### src/rtl/micro_ctrl_if.sv
`default_nettype none
// ============================================================================
// Module   : micro_ctrl_if
// Brief    : Keypad / control-input / display-output bundle between the
//            microwave sequencing controller and its surroundings.
// Revision : 1.0 - initial release
// ============================================================================
interface micro_ctrl_if;
  logic [9:0] keypad;        // one-hot digit keys, all zero = no key
  logic       startn;        // active-low start request
  logic       stopn;         // active-low stop/pause request
  logic       door_closed;   // 1 = door closed
  logic       mag_on;        // magnetron enable
  logic [3:0] min_bcd;       // minutes digit
  logic [3:0] sec_tens_bcd;  // tens-of-seconds digit
  logic [3:0] sec_ones_bcd;  // ones-of-seconds digit
  logic       done;          // high while cooking has completed
  logic [2:0] state;         // encoded controller state

  // Driver side: the environment feeding keys and requests
  modport master (
    output keypad, startn, stopn, door_closed,
    input  mag_on, min_bcd, sec_tens_bcd, sec_ones_bcd, done, state
  );

  // Controller side
  modport slave (
    input  keypad, startn, stopn, door_closed,
    output mag_on, min_bcd, sec_tens_bcd, sec_ones_bcd, done, state
  );
endinterface
`default_nettype wire

### src/rtl/micro_ctrl.sv
`default_nettype none
// ============================================================================
// Module   : micro_ctrl
// Brief    : Microwave sequencing controller. Shifts one-hot keypad digits
//            into a 3-digit BCD time (M:ST SO), gates start/stop/door, runs
//            a one-second prescaler, counts the time down while cooking and
//            drives the magnetron enable.
// Revision : 1.0 - initial release
// ============================================================================
module micro_ctrl #(
  parameter int TICKS_PER_SEC = 100,  // clock cycles per one-second tick
  parameter int CNT_W         = 7     // prescaler width, 2**CNT_W >= TICKS_PER_SEC
) (
  input  logic         clock,
  input  logic         clearn,
  micro_ctrl_if.slave  bus
);

  typedef enum logic [2:0] {
    S_IDLE  = 3'd0,
    S_ENTRY = 3'd1,
    S_COOK  = 3'd2,
    S_PAUSE = 3'd3,
    S_DONE  = 3'd4
  } state_t;

  localparam logic [CNT_W-1:0] C_TICK_LAST = CNT_W'(TICKS_PER_SEC - 1);

  // Registered state
  state_t           state_q,    state_d;
  logic [3:0]       min_q,      min_d;
  logic [3:0]       st_q,       st_d;
  logic [3:0]       so_q,       so_d;
  logic [CNT_W-1:0] presc_q,    presc_d;
  logic             mag_on_q,   mag_on_d;
  logic             done_q,     done_d;
  logic [9:0]       key_prev_q, key_prev_d;

  // Combinational helpers
  logic       key_onehot;
  logic       kp;
  logic [3:0] key_idx;
  logic       go;
  logic       pause_req;
  logic [3:0] dec_min;
  logic [3:0] dec_st;
  logic [3:0] dec_so;
  logic       dec_zero;
  logic       entry_nonzero;

  // Key-press event: a single key bit rising out of an all-released keypad.
  // Multi-bit codes never qualify, and a held key fires only once because
  // key_prev stays non-zero until the key is released.
  always_comb begin
    key_onehot = (bus.keypad != 10'd0) &&
                 ((bus.keypad & (bus.keypad - 10'd1)) == 10'd0);
    kp         = key_onehot && (key_prev_q == 10'd0);
  end

  // Binary index of the pressed key (meaningful only when key_onehot)
  always_comb begin
    key_idx = 4'd0;
    for (int i = 0; i < 10; i++) begin
      if (bus.keypad[i]) begin
        key_idx = 4'(i);
      end
    end
  end

  // Start and pause qualifiers
  always_comb begin
    go        = !bus.startn && bus.stopn && bus.door_closed;
    pause_req = !bus.door_closed || !bus.stopn;
  end

  // One-second decrement of the displayed time with BCD borrow; a minute
  // borrow reloads the seconds as 59 even if the tens digit was entered > 5.
  always_comb begin
    dec_min = min_q;
    dec_st  = st_q;
    dec_so  = so_q;
    if (so_q != 4'd0) begin
      dec_so = so_q - 4'd1;
    end else if (st_q != 4'd0) begin
      dec_st = st_q - 4'd1;
      dec_so = 4'd9;
    end else if (min_q != 4'd0) begin
      dec_min = min_q - 4'd1;
      dec_st  = 4'd5;
      dec_so  = 4'd9;
    end
    dec_zero = (dec_min == 4'd0) && (dec_st == 4'd0) && (dec_so == 4'd0);
  end

  // The shifted-in time is non-zero when any digit that survives the shift is
  always_comb begin
    entry_nonzero = (st_q != 4'd0) || (so_q != 4'd0) || (key_idx != 4'd0);
  end

  // Next-state, digit, prescaler and output computation
  always_comb begin
    state_d    = state_q;
    min_d      = min_q;
    st_d       = st_q;
    so_d       = so_q;
    presc_d    = presc_q;
    mag_on_d   = 1'b0;
    done_d     = 1'b0;
    key_prev_d = bus.keypad;

    case (state_q)
      S_IDLE, S_ENTRY: begin
        // Start wins over a simultaneous key; IDLE holds 0:00 so go is moot there
        if ((state_q == S_ENTRY) && go) begin
          state_d  = S_COOK;
          presc_d  = '0;
          mag_on_d = 1'b1;
        end else if (kp) begin
          min_d   = st_q;
          st_d    = so_q;
          so_d    = key_idx;
          state_d = entry_nonzero ? S_ENTRY : S_IDLE;
        end
      end

      S_COOK: begin
        // Door/stop freezes everything, including a tick due this cycle
        if (pause_req) begin
          state_d = S_PAUSE;
        end else if (presc_q == C_TICK_LAST) begin
          presc_d = '0;
          min_d   = dec_min;
          st_d    = dec_st;
          so_d    = dec_so;
          if (dec_zero) begin
            state_d = S_DONE;
            done_d  = 1'b1;
          end else begin
            mag_on_d = 1'b1;
          end
        end else begin
          presc_d  = presc_q + CNT_W'(1);
          mag_on_d = 1'b1;
        end
      end

      S_PAUSE: begin
        // Prescaler is left untouched so the partial second carries over
        if (go) begin
          state_d  = S_COOK;
          mag_on_d = 1'b1;
        end
      end

      S_DONE: begin
        min_d = 4'd0;
        st_d  = 4'd0;
        so_d  = 4'd0;
        if (bus.startn) begin
          state_d = S_IDLE;
        end else begin
          done_d = 1'b1;
        end
      end

      default: begin
        state_d = S_IDLE;
        min_d   = 4'd0;
        st_d    = 4'd0;
        so_d    = 4'd0;
        presc_d = '0;
      end
    endcase
  end

  // State register with asynchronous clear
  always_ff @(posedge clock or negedge clearn) begin
    if (!clearn) begin
      state_q    <= S_IDLE;
      min_q      <= 4'd0;
      st_q       <= 4'd0;
      so_q       <= 4'd0;
      presc_q    <= '0;
      mag_on_q   <= 1'b0;
      done_q     <= 1'b0;
      key_prev_q <= 10'd0;
    end else begin
      state_q    <= state_d;
      min_q      <= min_d;
      st_q       <= st_d;
      so_q       <= so_d;
      presc_q    <= presc_d;
      mag_on_q   <= mag_on_d;
      done_q     <= done_d;
      key_prev_q <= key_prev_d;
    end
  end

  assign bus.mag_on       = mag_on_q;
  assign bus.min_bcd      = min_q;
  assign bus.sec_tens_bcd = st_q;
  assign bus.sec_ones_bcd = so_q;
  assign bus.done         = done_q;
  assign bus.state        = state_q;

endmodule
`default_nettype wire

### src/flat_wrapper.sv
// flat-port wrapper written by rule: the top's interface ports become plain ports
module micro_ctrl_flat 
#(
  parameter int TICKS_PER_SEC = 100,                                     
  parameter int CNT_W         = 7                                                  
)
  (clock, clearn, bus_keypad, bus_startn, bus_stopn, bus_door_closed, bus_mag_on, bus_min_bcd, bus_sec_tens_bcd, bus_sec_ones_bcd, bus_done, bus_state);
  micro_ctrl_if bus_i ();
  input  logic clock;
  input  logic clearn;
  input wire logic [$bits(bus_i.keypad)-1:0] bus_keypad;
  input wire logic [$bits(bus_i.startn)-1:0] bus_startn;
  input wire logic [$bits(bus_i.stopn)-1:0] bus_stopn;
  input wire logic [$bits(bus_i.door_closed)-1:0] bus_door_closed;
  output wire logic [$bits(bus_i.mag_on)-1:0] bus_mag_on;
  output wire logic [$bits(bus_i.min_bcd)-1:0] bus_min_bcd;
  output wire logic [$bits(bus_i.sec_tens_bcd)-1:0] bus_sec_tens_bcd;
  output wire logic [$bits(bus_i.sec_ones_bcd)-1:0] bus_sec_ones_bcd;
  output wire logic [$bits(bus_i.done)-1:0] bus_done;
  output wire logic [$bits(bus_i.state)-1:0] bus_state;
  assign bus_i.keypad = bus_keypad;
  assign bus_i.startn = bus_startn;
  assign bus_i.stopn = bus_stopn;
  assign bus_i.door_closed = bus_door_closed;
  assign bus_mag_on = bus_i.mag_on;
  assign bus_min_bcd = bus_i.min_bcd;
  assign bus_sec_tens_bcd = bus_i.sec_tens_bcd;
  assign bus_sec_ones_bcd = bus_i.sec_ones_bcd;
  assign bus_done = bus_i.done;
  assign bus_state = bus_i.state;
  micro_ctrl #(.TICKS_PER_SEC(TICKS_PER_SEC), .CNT_W(CNT_W)) u_core (.clock(clock), .clearn(clearn), .bus(bus_i));
endmodule
### config.mk
export PLATFORM = sky130hd
export DESIGN_NAME = micro_ctrl_flat
export DESIGN_NICKNAME = d
export VERILOG_FILES = /design/src/rtl/micro_ctrl_if.sv /design/src/rtl/micro_ctrl.sv /design/src/flat_wrapper.sv
export SDC_FILE = /design/constraint.sdc
export NUM_CORES = 1
export LEC_CHECK = 0
export BUFFER_PORTS_ARGS = -buffer_cell sky130_fd_sc_hd__buf_2
export CAP_MARGIN = 20
export CORE_UTILIZATION = 60
export CTS_CLUSTER_DIAMETER = 120
export DETAILED_ROUTE_END_ITERATION = 8
export PLACE_DENSITY = 0.8
export SLEW_MARGIN = 20
export SYNTH_ARGS = -nofsm -noshare
export SYNTH_HDL_FRONTEND = slang
export SYNTH_SLANG_ARGS = --single-unit
### constraint.sdc
create_clock -name clock -period 7.96 [get_ports clock]
set_clock_uncertainty 0.1 [all_clocks]
set_input_delay 0 -clock clock [delete_from_list [all_inputs] [get_ports clock]]
set_output_delay 0 -clock clock [all_outputs]
set_load 0.02 [all_outputs]
Word level (Yosys, flattened, before mapping):

Cells that the tools add are included.

* multipliers: 0
* div/mod/pow operators: 0
* equal/unequal tests: 15
* reduce and logical (&&, ||, !) cells: 29
* bitwise operators: 3
* shift operators: 0
* add/sub/neg operators: 5
* $lt $le $gt $ge: 0
* mux-type cells: 57

Operators by type and width (count)
* 4-bit two-way mux: 23
* 4-bit one-hot mux with 3 select lines: 3
* 3-bit two-way mux: 11
* 7-bit two-way mux: 3
* 7-bit one-hot mux with 3 select lines: 1
* 10-bit zero test: 2
* 4-bit nonzero test: 4
* 4-bit zero test: 3
* 3-bit one-hot mux with 4 select lines: 1
* 4-bit by 1-bit subtractor with 4-bit output, second input constant: 3
* 1-bit two-way mux: 11
* 10-bit AND: 1
* 5-bit AND reduction: 2
* 10-bit nonzero test: 1
* 10-bit by 1-bit subtractor with 10-bit output, second input constant: 1
* 3-bit by 1-bit inequality test with 1-bit output, second input constant: 3
* 2-bit by 1-bit inequality test with 1-bit output, second input constant: 4
* 7-bit by 1-bit adder with 7-bit output, second input constant: 1
* 7-bit equality test, second input constant: 1
* 1-bit logical AND: 7
* 3-bit by 2-bit equality test with 1-bit output, second input constant: 2
* 2-bit inequality test, second input constant: 3
* 2-bit two-way mux: 2
* 2-bit OR reduction: 2
* 9 further kinds: 14

* RAM bits: 0
* output and inout bits: 17
* memory bits (read-only): 0
* latch bits: 0
* memories: 0
* input bits: 15
* word-level logic and storage cells: 117
* flip-flop bits (word level): 34

Depth between registers and ports, before layout:

* depth in word-level cells: 15
* depth in mapped cells: 10
* depth with buffers taken out: 9

Least setup slack after synthesis:

No wires, ideal clock.

* path type: reg2reg
* from: register u_core.so_q[0], in the netlist u_core.bus.sec_ones_bcd[0]
* to: register u_core.state_q[1], in the netlist u_core.bus.state[1]
* clock period less this slack: 3.014 ns
* library setup time: 0.128 ns
* stages on the path, launching flop included: 11
* path buffers: 1
* slack: 4.946 ns
* data arrival time: 2.787 ns
* cells stage by stage: dfrtp_1 > inv_1 > ha_1 > or3b_1 > clkbuf_1 > nor3_1 > or4_4 > a2111oi_4 > a21oi_1 > a31oi_1 > mux2_1

* word-level cells in the longest chain between the ends: 7
* elaborated cells on any way between the ends: 14
* classes of those cells: 1 x add/sub; 1 x eq/ne; 5 x mux; 7 x reduce/logical

Ends and longest elaborated chain
* start, declared: line micro_ctrl.sv:33 `logic [3:0] so_q, so_d;`
* start signal, assigned: line micro_ctrl.sv:182 `so_q <= 4'd0;`
* start signal, assigned: line micro_ctrl.sv:191 `so_q <= so_d;`
* parallel branches: the longest is 4 deep, another holds 4-bit by 1-bit subtractor with 4-bit output
* 1-bit logical AND *: line micro_ctrl.sv:92 `dec_zero = (dec_min == 4'd0) && (dec_st == 4'd0) && (dec_so == 4'd0);`
* 3-bit by 1-bit inequality test with 1-bit output (no line) *
* 5-bit AND reduction (no line) *
* end signal, assigned: line micro_ctrl.sv:188 `state_q <= state_d;`
* end, declared: line micro_ctrl.sv:30 `state_t state_q, state_d;`

Mark *: on every way between the ends.
A chain may end at the register's enable or synchronous reset.

Final worst setup path:

* from: register u_core.so_q[1], in the netlist u_core.bus.sec_ones_bcd[1]
* to: register u_core.state_q[1], in the netlist u_core.bus.state[1]

The elaborated chain is that of the path after synthesis.

==> run summary <==
Status = finished clean
Initial antenna violation count = 0
Routed vias = 2063
Starting Density = 0.625
Non-Filler Instances = 337
Yosys top cell area share = 0.408
Synth top cells by count = dfrtp_1, nand2_1, o21ai_0, nor2_1, a21oi_1
Crit path kind = flip-flop to flip-flop
CTS clk-pin slew, worst paths = 0.12 ns
Dpl hpwl = 3.36 mm
Antenna fix cells = 0
Synth Cell Area = 2080 µm²
Die ar. = 3710 µm²
Share of layout cells above drive strength 1 = 0.182
Most area-consuming cells after synthesis = dfrtp_1, o21ai_0, nand2_1
CTS tree = built
Fin util = 0.755
Post-Syn Instances = 247
Power per cell area = 327 nW/µm²
Hold/Removal Path Class = input pin to async pin
Placed cells = 314
Worst Path Arrival = 3.40 ns
Post-Route WL = 5.44 mm
Die width = 60.9 µm
Drt drc = 0
Core area = 3340 µm²
Syn_nets = 266
Max Freq = 308 MHz
Vias in the first global route = 1841
Post-synthesis mux area share = 0.00540
CTS H-Tree Depth = 2
Top_reg_cell synth = dfrtp_1
Remaining antenna violation count = 0
Row count = 21
Synth Area in XOR/XNOR = 0.00420
GRT Overall Usage = 0.314
Synth Area in Compound Gates = 0.258
Hold Vio Cnt, Final = 0
Clock Tree Buf Depth = 2
Total gr overflow = 0
DRT Pass-1 Iters = 5
Largest family of logic cells by synthesized area = simple AND/OR/NAND/NOR gates
CTS Root Cell = clkbuf_4
I/O pins = 32
Fin crit period = 3.24 ns
Setup TNS = 0 ns
Post-synth EDFFs = 0
Hold_buf cts = 15
Worst Max-Slew Pin Slew = 0.967 ns
Vias per inst = 6.12
Pins Over Slew Limit = 0
Initial drt markers = 131
Synth-to-Final Area Change = 20.8%
Fin crit share = 0.408
Post-CTS setup repair buffer count = 0
Placed cell areas = 2260 µm²
Port Buf Inserts = 31
Post-synthesis sequential area ratio = 0.408
Crit end category = flip-flop
Unique masters post-synth = 51
FF-to-FF Start = u_core.bus.sec_ones_bcd[1]
Worst slew margin = 0.353
Count leader, synth = dfrtp_1
Final hold slack = 0.164 ns
GPL Wtd Cong = 0.919
Flop2flop setup slack = 4.72 ns
Resize count post-CTS = 0
Reg2reg end = u_core.bus.state[1]
Worst skew pair latency = 0.36 ns
RSZ-0062 raised after global routing = false
Final setup vio count = 0
CP startpoint kind = flip-flop
Per-cell routed wire length = 16.2 µm
Area leader, netlist = dfrtp_1
Synth Warn # = 0
Post-Synth Simple-Gate Area = 0.262
Peak VDD IR = 0.238 mV
CTS Buf Count = 5
Die height = 60.9 µm
Lkg Pwr = 1.05 nW
Worst path required time = 8.11 ns
Async SR Flop Fraction = 1.00
Total Power = 0.823 mW
Reg2reg path depth = 9
Setup ws final = 4.72 ns
Global-route wire length before repair = 8.45 mm
CP Max Fanout = 9
Clock sink total = 34
Pin count of the biggest net entering global routing = 35
Fillers = 258
Number of max-cap violations = 0
Setup slack at placement = 4.80 ns
# nets final = 309
Design Area, Final = 2520 µm²
Avg Cell Area, Syn = 8.44 µm²
Adder-cell share of the synthesized area = 0.0240
Synth Register Bits = 34
==> per-layer routing <==
metal / wire length (µm) / track usage / vias up
met1: 2220 / 0.404 / 960
met5: 0 / 0 / -
li1: - / - / 994
met4: 140 / 0.153 / 0
met3: 345 / 0.0682 / 17
met2: 2740 / 0.502 / 92
==> worst max-delay path by stage <==
stage | startpoint | to | slack (ns)
after floorplan | u_core.bus.sec_ones_bcd[0] | u_core.bus.state[1] | 4.95
after global placement | u_core.bus.sec_ones_bcd[0] | u_core.bus.state[1] | 4.93
after detailed placement | u_core.bus.sec_tens_bcd[0] | u_core.bus.state[1] | 4.80
after CTS | u_core.bus.sec_tens_bcd[0] | u_core.bus.state[1] | 4.76
after global routing | u_core.bus.sec_ones_bcd[1] | u_core.bus.state[1] | 4.53
final | u_core.bus.sec_ones_bcd[1] | u_core.bus.state[1] | 4.72
==> sequential cells by signal, summed over array words and instances (netlist names) <==
signal,count
u_core.presc_q,7
u_core.key_prev_q,10
u_core.bus.mag_on,1
u_core.bus.min_bcd,4
u_core.bus.state,3
u_core.bus.sec_tens_bcd,4
u_core.bus.sec_ones_bcd,4
u_core.bus.done,1
==> worst max-delay path, stage by stage, from the launching register on <==
cell and delay (ns):
dfrtp_1 0.47, inv_1 0.13, ha_1 0.27, nor3b_2 0.42, and2_1 0.37, o21ai_0 0.23, a2111oi_4 0.39, a21oi_1 0.15
a31oi_1 0.26, mux2_1 0.34
==> power breakdown <==
group          internal, mW  leakage [nW]  switching, mW
clock network        0.0982        0.0554         0.0667
logic                 0.142         0.577          0.232
registers             0.212         0.419         0.0719
total                 0.453          1.05          0.370
==> layout by cell type, fill, tap and decap left out, types with 4 or more instances in the layout <==
| master | count |
|---|---|
| nor4_1 | 4 |
| dfrtp_1 | 34 |
| nor3_1 | 10 |
| a22oi_1 | 4 |
| dlygate4sd3_1 | 15 |
| clkbuf_4 | 5 |
| buf_2 | 31 |
| inv_1 | 10 |
| a21oi_1 | 22 |
| nor2_1 | 24 |
| o21ai_0 | 27 |
| ha_1 | 4 |
| nand2_1 | 32 |
==> cells by family after synthesis <==
kind of cell | after synthesis
adders and majority gates | 4
muxes | 1
and+or+nand+nor | 105
AOI/OAI and AO/OA | 81
DFF | 34
buffers and inverters | 21
xor gates and xnor gates | 1
==> final cells by class <==
| cell class | instances | area (µm²) | area share |
|---|---|---|---|
| multi-input combinational | 192 | 1150 | 0.458 |
| sequential | 34 | 851 | 0.338 |
| timing repair buffer | 47 | 313 | 0.124 |
| clock inverter | 3 | 68.8 | 0.0273 |
| tap | 46 | 57.6 | 0.0229 |
| clock buffer | 5 | 37.5 | 0.0149 |
| inverter | 10 | 37.5 | 0.0149 |
Power figures use the tool's default switching activity.
